--- config.mk ---
export PLATFORM = sky130hd
export DESIGN_NAME = fp32_mul_round_pack
export DESIGN_NICKNAME = d
export VERILOG_FILES = /design/src/rtl/fp32_mul_round_pack.sv
export SDC_FILE = /design/constraint.sdc
export NUM_CORES = 1
export LEC_CHECK = 0
export CORE_MARGIN = 1
export CORE_UTILIZATION = 25
export CTS_CLUSTER_DIAMETER = 120
export DETAILED_ROUTE_END_ITERATION = 8
export PLACE_DENSITY_LB_ADDON = 0.08
export RECOVER_POWER = 50
export SKIP_CTS_REPAIR_TIMING = 1
export SYNTH_ARGS = -nofsm -noshare
export SYNTH_HDL_FRONTEND = slang
export SYNTH_SLANG_ARGS = --single-unit
--- constraint.sdc ---
create_clock -name clk -period 3.4 [get_ports clk]
set_input_delay 0.68 -clock clk [delete_from_list [all_inputs] [get_ports clk]]
set_output_delay 0.68 -clock clk [all_outputs]
set_load 0.01 [all_outputs]
--- src/rtl/fp32_mul_round_pack.sv ---
// Back end of the binary32 multiplier: normalizes the raw 48-bit significand product,
// rounds to nearest-even, saturates/flushes out-of-range exponents and packs the result.
module fp32_mul_round_pack #(
    parameter int D_WIDTH = 32,
    parameter int EXP_W   = 10,
    parameter int PROD_W  = 48
) (
    input  logic                clk,
    input  logic                rst_n,
    input  logic                in_valid,
    output logic                in_ready,
    input  logic                in_sign,
    input  logic [EXP_W-1:0]    in_exp_sum,
    input  logic [PROD_W-1:0]   in_mant_prod,
    input  logic [1:0]          in_special,
    output logic                out_valid,
    input  logic                out_ready,
    output logic [D_WIDTH-1:0]  floating_multiplication_out,
    output logic                flag_overflow,
    output logic                flag_underflow,
    output logic                flag_inexact
);

    localparam logic [1:0] SP_ZERO = 2'b01;
    localparam logic [1:0] SP_INF  = 2'b10;
    localparam logic [1:0] SP_NAN  = 2'b11;

    // Handshake: a stage holds its contents until the stage after it can take them.
    // A transfer on either port happens on a rising edge where valid and ready are both 1;
    // out_valid and all result/flag outputs stay frozen while out_valid=1 and out_ready=0.
    logic s1_valid;
    logic s2_valid;
    logic s2_ready;
    logic s1_load;
    logic s2_load;

    assign s2_ready  = !s2_valid || out_ready;
    assign in_ready  = s2_ready || !s1_valid;
    assign s1_load   = in_valid && in_ready;
    assign s2_load   = s1_valid && s2_ready;
    assign out_valid = s2_valid;

    // Stage 1 registered fields
    logic               s1_sign;
    logic [1:0]         s1_special;
    logic signed [10:0] s1_exp;
    logic [22:0]        s1_mant;
    logic               s1_guard;
    logic               s1_sticky;

    // Normalization: the product lies in [1,4), so at most a single-bit right shift.
    logic               n_top;
    logic signed [10:0] n_exp;
    logic [22:0]        n_mant;
    logic               n_guard;
    logic               n_sticky;

    always_comb begin
        n_top = in_mant_prod[PROD_W-1];
        n_exp = 11'($signed(in_exp_sum)) + 11'(n_top);
        if (n_top) begin
            n_mant   = in_mant_prod[46:24];
            n_guard  = in_mant_prod[23];
            n_sticky = |in_mant_prod[22:0];
        end else begin
            n_mant   = in_mant_prod[45:23];
            n_guard  = in_mant_prod[22];
            n_sticky = |in_mant_prod[21:0];
        end
    end

    // Stage 2 combinational round and pack
    logic               round_up;
    logic [23:0]        rnd_mant;
    logic signed [11:0] rnd_exp;
    logic [31:0]        next_result;
    logic               next_ovf;
    logic               next_unf;
    logic               next_inx;

    always_comb begin
        round_up    = s1_guard & (s1_sticky | s1_mant[0]);
        rnd_mant    = {1'b0, s1_mant} + 24'(round_up);
        // A carry out of the fraction leaves it all zero and bumps the exponent.
        rnd_exp     = 12'(s1_exp) + 12'(rnd_mant[23]);
        next_result = 32'd0;
        next_ovf    = 1'b0;
        next_unf    = 1'b0;
        next_inx    = 1'b0;
        case (s1_special)
            SP_ZERO: next_result = {s1_sign, 31'd0};
            SP_INF:  next_result = {s1_sign, 8'hFF, 23'd0};
            SP_NAN:  next_result = 32'h7FC0_0000;
            default: begin
                if (rnd_exp >= 12'sd255) begin
                    next_result = {s1_sign, 8'hFF, 23'd0};
                    next_ovf    = 1'b1;
                    next_inx    = 1'b1;
                end else if (rnd_exp <= 12'sd0) begin
                    next_result = {s1_sign, 31'd0};
                    next_unf    = 1'b1;
                    next_inx    = 1'b1;
                end else begin
                    next_result = {s1_sign, rnd_exp[7:0], rnd_mant[22:0]};
                    next_inx    = s1_guard | s1_sticky;
                end
            end
        endcase
    end

    always_ff @(posedge clk) begin
        if (!rst_n) begin
            s1_valid                    <= 1'b0;
            s2_valid                    <= 1'b0;
            s1_sign                     <= 1'b0;
            s1_special                  <= 2'b00;
            s1_exp                      <= 11'sd0;
            s1_mant                     <= 23'd0;
            s1_guard                    <= 1'b0;
            s1_sticky                   <= 1'b0;
            floating_multiplication_out <= '0;
            flag_overflow               <= 1'b0;
            flag_underflow              <= 1'b0;
            flag_inexact                <= 1'b0;
        end else begin
            if (in_ready) begin
                s1_valid <= in_valid;
            end
            if (s1_load) begin
                s1_sign    <= in_sign;
                s1_special <= in_special;
                s1_exp     <= n_exp;
                s1_mant    <= n_mant;
                s1_guard   <= n_guard;
                s1_sticky  <= n_sticky;
            end
            if (s2_ready) begin
                s2_valid <= s1_valid;
            end
            if (s2_load) begin
                floating_multiplication_out <= next_result;
                flag_overflow               <= next_ovf;
                flag_underflow              <= next_unf;
                flag_inexact                <= next_inx;
            end
        end
    end

endmodule

==> results by group <==
Run status
  – Outcome: finished, violations left
  – Failing checks: max-capacitance violations, max-slew violations

Power and ir drop
  – Total power: 2410 uW
  – Sw Ratio: 0.275
  – Clock Power Share: 0.409
  – Leakage power: 0.00231 uW
  – Cell Pwr Density: 402 mW/mm^2
  – Sw Pwr: 664 uW
  – Combinational share of power: 0.178
  – Int Pwr: 1750 uW
  – Worst vdd ir: 0.231 mV
  – Reg power frac: 0.413

Critical path
  – Crit. Startpoint: s1_mant[0]
  – RR Startpoint: s1_mant[0]
  – R2R depth: 14
  – Max Fanout on Critical Path: 23
  – CP Class: reg -> reg
  – Reg-to-reg slack, setup: 0.28 ns
  – CP endpoint kind: register
  – Critical path arrival: 3.36 ns
  – Reg-to-Reg End: floating_multiplication_out[11]
  – Req. time, crit path: 3.64 ns
  – Critical path startpoint category: register

Route
  – Starting DRT DRC Count: 214
  – Final wirelength: 13.3 mm
  – Vias per std cell: 4.87
  – Met2 wire len: 5.53 mm
  – Antenna Nets Post-Route: 0
  – Router iterations before antenna repair: 4
  – # DRC: 0
  – WL met3: 591 um
  – M1 wire length: 6.94 mm
  – Highest metal used: met4
  – Via count: 3960
  – WL per Instance: 16.3 um

Logic synthesis
  – Register area share after synthesis: 0.355
  – Synth Flop Type: dfxtp_1
  – Mapped Cells: 479
  – Warnings from Yosys: 0
  – Post-synth top area share: 0.355
  – Avg Cell Area, Syn: 8.95 um^2
  – Syn Std Cell Area: 0.00429 mm^2
  – Post-synth EDFFs: 0
  – Asr flop ratio synth: 0
  – Seq cells post-synth: 76
  – Synth area leaders: dfxtp_1 (35%), o41ai_2 (5.7%), mux2i_1 (5.6%)
  – Cell variety after synth: 57
  – Post-synth top cells: dfxtp_1 (76), nand2_1 (62), nor2_1 (41), a211oi_1 (31), mux2i_1 (24)
  – Most frequent cell after synthesis: dfxtp_1
  – Synth area leader: dfxtp_1
  – Post-synth net total: 550

Clocking
  – CTS tree: built
  – Clock root cell: clkbuf_16
  – Clock Path Buffers: 2
  – Clock transition at path regs: 0.06 ns
  – Inserted Clock Buffers: 9
  – H-tree levels: 3
  – CTS sink cnt: 76
  – Clock latency on the worst-skew pair: 0.34 ns

Finish
  – Area delta synth->final: 40.1%
  – Finished Cell Area: 0.00601 mm^2
  – Antenna diode count: 0
  – Final std cells w/o fill: 813
  – Nets: 659
  – Share of layout cells above drive strength 1: 0.138

Global route
  – Initial antenna violation count: 0
  – Vias in the first global route: 3908
  – GRT Total Usage: 0.156
  – Global route overflow: 0
  – First-pass GRT wire length: 21.4 mm
  – Pin count of the biggest net entering global routing: 34

Floorplanning
  – IO Pins: 102
  – Core box area: 0.0166 mm^2
  – Initial core utilization: 0.258
  – Die width: 133 um
  – # rows: 47
  – DIE AREA: 0.0177 mm^2
  – Chip height: 133 um

STA
  – Fmax: 321 MHz
  – Fin Hold WS: 0.451 ns
  – RSZ-0062 raised after global routing: no
  – Final Hold Violating Endpoints: 0
  – Clock Skews: 0.00739 ns
  – Worst-Margin Slew: 1.54 ns
  – Setup TNS: 0 ns
  – Relative slew slack: -0.0285
  – Fin crit share: 0.917
  – Final setup violation count: 0
  – Final Max Tran Viols: 30
  – Post-layout minimum cycle time: 3.12 ns

Placed design
  – Post-DP Area: 0.00565 mm^2
  – Routability cong.: 0.823
  – IO Port Bufs: 101
  – DP Wirelength: 10.4 mm
  – Placed insts: 797

Run
  – Max_cap viols: 1

Min path
  – Hold crit path type: reg -> reg
  – Worst hold path startpoint: floating_multiplication_out[31]
  – Hold EP: floating_multiplication_out[31]
  – Hold path depth: 2
-- worst max-delay path by stage --
stage	depth (start not counted)	slack [ns]	to
2_1_floorplan	14	0.25	floating_multiplication_out[12]
3_3_place_gp	13	0.12	floating_multiplication_out[25]
3_5_place_dp	13	0.04	floating_multiplication_out[25]
4_1_cts	13	0.02	floating_multiplication_out[25]
5_1_grt	14	0.03	floating_multiplication_out[9]
6_report	14	0.28	floating_multiplication_out[11]
-- flip-flops by register name, summed over array words and instances, names as in the netlist, 2 cells and up --
register,cells
s1_exp,11
s1_mant,23
s1_special,2
floating_multiplication_out,32
-- cell families (layout without fill, tap and decap cells) --
family	count (synthesis)	count (layout)	share of synthesized area
buffers and inverters	40	154	0.0441
AOI/OAI and AO/OA	117	117	0.238
DFF	76	76	0.355
xor gates and xnor gates	34	34	0.0694
and+or+nand+nor	182	182	0.220
adders and majority gates	6	6	0.0175
muxes	24	24	0.0560
-- power by group through the flow --
stage / logic (uW) / clock network (uW) / registers, uW
after global routing: 469 / 1050 / 1010
after floorplan: 238 / 0 / 1000
after global placement: 429 / 0 / 1020
final: 429 / 987 / 998
after CTS: 433 / 1010 / 999
after detailed placement: 432 / 0 / 1020
-- through the flow --
step                utilization  setup slack [ns]
finish                    0.361             0.282
global route              0.361            0.0277
CTS                       0.358            0.0229
detailed placement        0.340            0.0397
global placement          0.340             0.118
floorplan                     -             0.250
-- per-layer routing --
metal,vias up,track usage
met3,15,0.0280
li1,2012,-
met4,0,0.0575
met1,1827,0.232
met2,106,0.219
met5,-,0
-- cell usage in the layout (no fill, tap or decap), types with 18 or more instances in the layout --
cell type	count
clkdlybuf4s50_1	62
buf_4	23
a211oi_1	31
dlygate4sd3_1	39
nand2_1	61
nor2_1	39
mux2i_1	24
dfxtp_1	76
xnor2_1	18
nand3_1	20
-- cell type report --
cell class / count / area, um^2
Clock buffer: 12 / 256
Clock inverter: 4 / 47.5
Tap cell: 220 / 275
Fill cell: 1706 / 10600
Inverter: 10 / 37.5
Timing Repair Buffer: 128 / 1230
Multi-Input combinational cell: 363 / 2640
Sequential cell: 76 / 1520
-- worst max-delay path, cell delays in order, from the launching register on --
cell       delay [ns]
dfxtp_1          0.35
o21a_1           0.12
ha_1             0.22
nand2_1          0.10
nor2_2           0.13
nand3_1          0.10
nor3_2           0.17
ha_2             0.23
ha_4             0.18
nand3_4          0.14
or3_4            0.40
nand4_4          0.15
o2111ai_4        0.15
buf_12           0.21
o41ai_1          0.34
No activity file was read; power rests on OpenSTA's default activity.
